[src/rtl/mem_arbiter_rr.sv]
// mem_arbiter_rr: N-requester arbiter between the L1 caches and the
// single tagged main-memory port, with a tag-owner table for returns.
//
// Ports:
//   clock, reset         clock; asynchronous active-high reset
//   req_command/size/    per-requester command, size, address, store data
//   addr/data
//   req_response         per-requester copy of mem response (granted only)
//   rsp_valid            one-hot owner of the returning tag
//   rsp_tag, rsp_data    pass-through of the returning tag and data
//   arb2mem_*            granted request to memory
//   mem2arb_response     tag assigned by memory (0 = rejected)
//   mem2arb_tag/data     returning tag (0 = none) and data
//   stray_tag_err        sticky: a tag came back with no recorded owner

package mem_arbiter_rr_pkg;
    localparam int XLEN = 32;

    typedef enum logic [1:0] {
        BUS_NONE  = 2'h0,
        BUS_LOAD  = 2'h1,
        BUS_STORE = 2'h2
    } BUS_COMMAND;

    typedef enum logic [1:0] {
        MEM_BYTE   = 2'h0,
        MEM_HALF   = 2'h1,
        MEM_WORD   = 2'h2,
        MEM_DOUBLE = 2'h3
    } MEM_SIZE;
endpackage

module mem_arbiter_rr
    import mem_arbiter_rr_pkg::*;
#(
    parameter int NUM_REQ  = 2,
    parameter int NUM_TAGS = 15,
    parameter int RR_MODE  = 0
) (
    input  logic              clock,
    input  logic              reset,
    input  BUS_COMMAND        req_command  [NUM_REQ],
    input  MEM_SIZE           req_size     [NUM_REQ],
    input  logic [XLEN-1:0]   req_addr     [NUM_REQ],
    input  logic [2*XLEN-1:0] req_data     [NUM_REQ],
    output logic [3:0]        req_response [NUM_REQ],
    output logic [NUM_REQ-1:0] rsp_valid,
    output logic [3:0]        rsp_tag,
    output logic [63:0]       rsp_data,
    output BUS_COMMAND        arb2mem_command,
    output MEM_SIZE           arb2mem_size,
    output logic [XLEN-1:0]   arb2mem_addr,
    output logic [2*XLEN-1:0] arb2mem_data,
    input  logic [3:0]        mem2arb_response,
    input  logic [3:0]        mem2arb_tag,
    input  logic [63:0]       mem2arb_data,
    output logic              stray_tag_err
);

    localparam int ID_W = (NUM_REQ > 1) ? $clog2(NUM_REQ) : 1;

    logic [NUM_REQ-1:0] cand;
    logic               found;
    logic [ID_W-1:0]    gnt;
    logic [ID_W-1:0]    idx;
    logic [ID_W-1:0]    rr_ptr;
    logic               stk_vld;
    logic [ID_W-1:0]    stk_id;
    int                 base_idx;

    logic [ID_W-1:0]    owner  [1:NUM_TAGS];
    logic               ovalid [1:NUM_TAGS];

    logic               hit;
    logic [ID_W-1:0]    hit_id;
    logic               stray;
    logic               accept;
    logic               acc_load;

    // Grant: a rejected requester that still asks keeps the grant,
    // otherwise scan from the base (rr_ptr in RR mode, 0 in fixed).
    always_comb begin
        cand     = '0;
        found    = 1'b0;
        gnt      = '0;
        idx      = '0;
        base_idx = (RR_MODE != 0) ? int'(rr_ptr) : 0;
        for (int i = 0; i < NUM_REQ; i++) begin
            cand[i] = (req_command[i] != BUS_NONE);
        end
        if (stk_vld && cand[stk_id]) begin
            found = 1'b1;
            gnt   = stk_id;
        end else begin
            for (int i = 0; i < NUM_REQ; i++) begin
                idx = ID_W'((base_idx + i) % NUM_REQ);
                if (!found && cand[idx]) begin
                    found = 1'b1;
                    gnt   = idx;
                end
            end
        end
    end

    always_comb begin
        arb2mem_command = BUS_NONE;
        arb2mem_size    = MEM_BYTE;
        arb2mem_addr    = '0;
        arb2mem_data    = '0;
        for (int i = 0; i < NUM_REQ; i++) begin
            req_response[i] = '0;
        end
        if (found && !reset) begin
            arb2mem_command   = req_command[gnt];
            arb2mem_size      = req_size[gnt];
            arb2mem_addr      = req_addr[gnt];
            arb2mem_data      = req_data[gnt];
            req_response[gnt] = mem2arb_response;
        end
    end

    assign accept   = found && !reset && (mem2arb_response != '0);
    assign acc_load = accept && (req_command[gnt] == BUS_LOAD);

    // Return routing uses the pre-edge owner table; tags outside
    // 1..NUM_TAGS never match and so count as stray.
    always_comb begin
        hit    = 1'b0;
        hit_id = '0;
        for (int t = 1; t <= NUM_TAGS; t++) begin
            if (mem2arb_tag == 4'(t) && ovalid[t]) begin
                hit    = 1'b1;
                hit_id = owner[t];
            end
        end
        stray     = (mem2arb_tag != '0) && !hit;
        rsp_valid = '0;
        if (hit && !reset) begin
            rsp_valid[hit_id] = 1'b1;
        end
        rsp_tag  = reset ? 4'h0 : mem2arb_tag;
        rsp_data = reset ? 64'h0 : mem2arb_data;
    end

    always_ff @(posedge clock or posedge reset) begin
        if (reset) begin
            for (int t = 1; t <= NUM_TAGS; t++) begin
                ovalid[t] <= 1'b0;
                owner[t]  <= '0;
            end
            rr_ptr        <= '0;
            stk_vld       <= 1'b0;
            stk_id        <= '0;
            stray_tag_err <= 1'b0;
        end else begin
            if (stray) begin
                stray_tag_err <= 1'b1;
            end
            // Clear first, then a same-tag acceptance overrides it.
            for (int t = 1; t <= NUM_TAGS; t++) begin
                if (hit && mem2arb_tag == 4'(t)) begin
                    ovalid[t] <= 1'b0;
                end
                if (acc_load && mem2arb_response == 4'(t)) begin
                    ovalid[t] <= 1'b1;
                    owner[t]  <= gnt;
                end
            end
            if (found) begin
                stk_vld <= (mem2arb_response == '0);
                stk_id  <= gnt;
            end else begin
                stk_vld <= 1'b0;
            end
            if (RR_MODE != 0 && accept) begin
                rr_ptr <= ID_W'((int'(gnt) + 1) % NUM_REQ);
            end
        end
    end

endmodule

[config.mk]
export PLATFORM = sky130hd
export DESIGN_NAME = mem_arbiter_rr
export DESIGN_NICKNAME = d
export VERILOG_FILES = /design/src/rtl/mem_arbiter_rr.sv
export SDC_FILE = /design/constraint.sdc
export NUM_CORES = 1
export LEC_CHECK = 0
export BUFFER_PORTS_ARGS = -buffer_cell sky130_fd_sc_hd__buf_4
export CAP_MARGIN = 25
export CORE_AREA = 2 2 178 180
export DETAILED_ROUTE_END_ITERATION = 12
export DIE_AREA = 0 0 180 182
export GPL_TIMING_DRIVEN = 0
export PLACE_DENSITY = 0.35
export SLEW_MARGIN = 30
export SYNTH_ARGS = -nofsm -noshare
export SYNTH_HDL_FRONTEND = slang
export SYNTH_SLANG_ARGS = --single-unit
[constraint.sdc]
create_clock -name clock -period 5.1 [get_ports clock]
set_clock_uncertainty 0.2 [all_clocks]
set_input_delay 0.255 -clock clock [delete_from_list [all_inputs] [get_ports clock]]
set_output_delay 0.255 -clock clock [all_outputs]
set_load 0.05 [all_outputs]
Word level (Yosys, flattened, before mapping)
Cells that the tools add are included.
{"block": "op_classes", "n_lt_le_gt_ge": 5, "n_eq_ne": 31, "muxes": 93, "n_bitwise": 2, "n_reduce_logical": 77}
{"op": "$mux 64", "n": 5}
{"op": "$mux 32", "n": 4}
{"op": "$mux 1", "n": 70}
{"op": "$eq 4x4->1 const B", "n": 16}
{"op": "$logic_and 1x1->1", "n": 54}
{"op": "$reduce_bool 2->1", "n": 17}
{"op": "$eq 4x3->1 const B", "n": 8}
{"op": "$mux 2", "n": 9}
{"op": "$eq 4x2->1 const B", "n": 4}
{"op": "$and 8x8->8", "n": 1}
{"op": "$eq 4x1->1 const B", "n": 2}
{"op": "$mux 4", "n": 2}
{"op": "$mux 8", "n": 1}
{"op": "$reduce_bool 4->1", "n": 2}
{"op": "$demux 4 s1", "n": 1}
{"op": "$logic_not 4->1", "n": 1}
{"op": "$lt 1x2->1 const B", "n": 2}
{"op": "$logic_not 1->1", "n": 3}
{"op": "$eq 2x1->1 const B", "n": 1}
{"op": "$ge 2x2->1 const B", "n": 1}
{"op": "$lt 2x1->1 const B", "n": 1}
{"op": "$not 1->2", "n": 1}
{"op": "$demux 1 s1", "n": 1}
{"op": "$ge 1x1->1 const B", "n": 1}
{"block": "word_totals", "ff_bits": 33, "input_bits": 274, "output_inout_bits": 179, "wordCells": 241}

Longest topological paths before layout
{"block": "logic_depth", "word_depth": 22, "mapped_depth": 8, "ltp_nobuf": 6}

Worst setup path after synthesis
OpenSTA, ideal clock, no wires.
{"block": "synth_path", "kind": "input -> output", "startpoint": "input port reset", "endpoint": "output port arb2mem_addr[13]", "t_arrival_ns": 2.522, "t_required_ns": 4.645, "setup_slack_ns": 2.123, "path_stages": 5, "n_path_buf": 2, "path_cell_list": "inv_1 -> nand2_1 -> clkbuf_1 -> buf_1 -> a21oi_1"}
{"block": "synth_between", "elab_chain_len": 3}
{"item": "start: declaration", "line_no": "41", "text": "input logic reset,"}
{"item": "$logic_not 1->1 (no source line)"}
{"item": "$logic_and 1x1->1", "line_no": "113", "text": "if (found && !reset) begin"}
{"item": "$mux 32", "line_no": "113"}
{"item": "end: declaration", "line_no": "52", "text": "output logic [XLEN-1:0] arb2mem_addr,"}
No other way between the ends.

Final worst setup path
{"block": "layout_path", "startpoint": "input port reset", "endpoint": "output port arb2mem_data[40]"}
{"block": "layout_between", "elab_chain_len": 3}
{"item": "$logic_not 1->1 (no source line)"}
{"item": "$logic_and 1x1->1", "line_no": "113"}
{"item": "$mux 64", "line_no": "113"}
{"item": "end: declaration", "line_no": "53", "text": "output logic [2*XLEN-1:0] arb2mem_data,"}
No other way between the ends.

==> flow_summary.ini <==
[clock_network]
ctsHoldBuffers = 1
cts-htree-levels = 2
cts_setup_buffers = 0
clkLatencyLatePin_ns = 0.28
clk_pin_slew_ns = 0.06
cts_tree = done
clock_path_buffers = 2
cts.sinks = 33
cts.repair.resized = 0
numCtsBuffers = 5
clock_tree.root_cell = clkbuf_16

[synthesis]
synth_area_per_cell_um2 = 6.10
synthesis.nets = 894
synth_edf_count = 0
ys_types = 48
syn-cell-area_um2 = 3780
ys.flop_type = dfrtp_1
synthArstFlopShare = 1.00
ys_seq_elements = 33
ys_seq_area_frac = 0.218
netlist_instances = 620
ys_warn_count = 0

[worst_setup_path]
reg2regPathDepth = 6
critical_path_class = input port to primary output
cp_cell_sequence = dlygate4sd3_1 -> buf_4 -> inv_2 -> buf_12 -> nand2_1 -> clkbuf_1 -> buf_1 -> a21oi_1 -> buf_4
critical_path_depth = 9
crit_required_ns = 4.64
cp.buffers_inverters = 7
end_kind = primary output
path_max_fanout = 25
cp_slowest_cell = dlygate4sd3_1
timing.rr.start = stk_vld$_DFF_PP0_
setup.worst_path.end = arb2mem_data[40]
rrSetupSlack_ns = 2.59
critPathLaunch = reset
reg2reg_to = owner[2]$_DFFE_PP0P_
cp.arrival_ns = 2.92
start_kind = input port
critPathTopFamily = buffers and inverters
slowest_delay_ns = 0.53
worst_path_most_repeated_cell = buf_4

[die]
pin_count = 453
die_area_um2 = 32800
core_area_um2 = 31000
floorplan.initialDensity = 0.122
num_rows = 65
die_x_um = 180
die_h_um = 182

[power]
power.leakage_nw = 4.08
worst_ir_drop_vdd_v = 0.000121
total_power_mw = 1.61
p_per_area_nw_per_um2 = 205

[timing]
drv_slew = 0
fin_ws_ns = 1.72
fin_setup_tns_ns = 0
setup_viol = 0
worst_pin_slew_ns = 0.693
rsz0062_at_grt = no
finalCriticalPeriod_ns = 3.38
period_share = 0.662
finalHoldViolCount = 0
clock.fmax_mhz = 296
slew_headroom = 0.538

[grt]
gr-usage-all-layers = 0.151
grt_max_degree = 26
grt_pass1_wl_um = 38100
grt_antenna_before_repair = 2
overflow = 0
grt_pass1_vias = 5981

[detailed_routing]
remaining_drc_errors = 0
ant_nets = 0
vias_per_cell = 4.03
wl_per_cell_um = 17.9
drt_iter0_drc = 231
vias = 5980
totalWireLength_um = 26600
drt_first_pass_iters = 4

[status]
outcome = finished, final reports clean

[cells_and_area]
finalInstanceArea_um2 = 7870
drive_gt1_frac = 0.444
fin_util = 0.254
final_net_count = 1352
final-seq-area_um2 = 826
multi_input_area_um2 = 2710
fillers = 3486
syn_to_final_growth_pct = 108

[placed_design]
portBuffers = 449
dp_worst_setup_slack_ns = 1.97
hpwl_um = 22500
placed_area_um2 = 7680
place_congestion = 0.769

[flow_run]
cap_violations = 0

[min_path]
hp-class = input port to flip-flop
==> where the power goes <==
part           switching, mW  internal [mW]  leakage, nW
registers             0.0306          0.306        0.427
logic                  0.569          0.338         3.57
clock network          0.122          0.244       0.0831
==> state kept, by name, indices dropped and copies added, names as in the netlist <==
| signal | cells |
|---|---|
| ovalid | 15 |
| owner | 15 |
| stk_id | 1 |
| stk_vld | 1 |
| stray_tag_err | 1 |
==> cell usage after synthesis (all sizes together) (2+ instances only) <==
library cell,count,share of area
mux2,13,0.039
o22ai,4,0.0066
nand4,8,0.015
o31ai,2,0.0040
inv,6,0.0060
o21ai,10,0.013
nor3,3,0.0040
nand2,230,0.23
and3,11,0.020
and2,2,0.0040
a211oi,3,0.0073
nand3b,4,0.0079
nand3,18,0.024
mux2i,4,0.011
buf,13,0.022
dfrtp,33,0.22
and4,3,0.0069
nor2b,77,0.13
a21oi,107,0.14
nor2,16,0.017
nand4b,2,0.0046
clkbuf,37,0.037
==> worst register-to-register path: stages (launching register included) <==
cell      delay (ns)
dfrtp_1         0.41
nand2_1         0.17
o21ai_1         0.10
o21ai_1         0.24
clkbuf_1        0.52
clkbuf_1        0.56
mux2i_1         0.16
==> cell type report <==
cell class / count / area share
clock buffer: 6 / 0.0176
multi-input combinational: 531 / 0.345
timing repair buffer: 451 / 0.432
buffer: 50 / 0.0285
inverter: 6 / 0.00286
antenna: 2 / 0.000636
tap: 402 / 0.0639
clock inverter: 2 / 0.00477
sequential: 33 / 0.105
==> kinds of logic after synthesis <==
kind of cell | after synthesis | synth area share
mux | 17 | 0.0493
flops | 33 | 0.218
compound gates | 134 | 0.193
simple gates | 380 | 0.474
buf+inv | 56 | 0.0651
==> metal layers <==
metal  vias up  global-route usage  wire, um
met5         -                   0         0
met4         0              0.0159       174
met3        11              0.0319      1540
met2       211               0.288     14400
met1      2783               0.178     10500
li1       2975                   -         -
==> through the flow <==
stage,cells,hold slack [ns]
after floorplan,620,0.153
after global placement,1471,0.248
after detailed placement,1472,0.0422
after CTS,1481,0.0104
after global routing,1481,0.0292
final,1483,0.00828
==> worst min-delay path by stage <==
stage                     slack, ns  depth (start not counted)                 startpoint                         to
after floorplan                0.15                          1             req_command[3]         stk_id$_DFFE_PP0N_
after global placement         0.25                          1  stray_tag_err$_DFFE_PP0P_  stray_tag_err$_DFFE_PP0P_
after detailed placement       0.04                          2                      reset      owner[11]$_DFFE_PP0P_
after CTS                      0.01                          2             req_command[2]         stk_id$_DFFE_PP0N_
after global routing           0.03                          2             req_command[2]         stk_id$_DFFE_PP0N_
final                         0.008                          2             req_command[2]         stk_id$_DFFE_PP0N_
==> placed cells by master (no fill, tap or decap), types with 2 or more instances in the layout <==
cell type  Yosys  layout
a211oi_1       2       2
a21oi_1      106     106
and3_1        10      10
and4_1         3       3
buf_1          3       3
buf_2          5       5
buf_4          2     451
buf_6          3       3
clkbuf_1      37      37
clkbuf_16      0       5
dfrtp_1       33      33
diode_2        0       2
inv_1          6       5
mux2_1        13      13
mux2i_1        4       4
nand2_1      229     229
nand3_1       18      18
nand3b_1       4       4
nand4_1        7       7
nand4b_1       2       2
nor2_1        15      15
nor2b_1       76      76
nor3_1         3       3
o21ai_0        8       8
o21ai_1        2       2
o22ai_1        4       4
o31ai_1        2       2
Power figures use the tool's default switching activity.
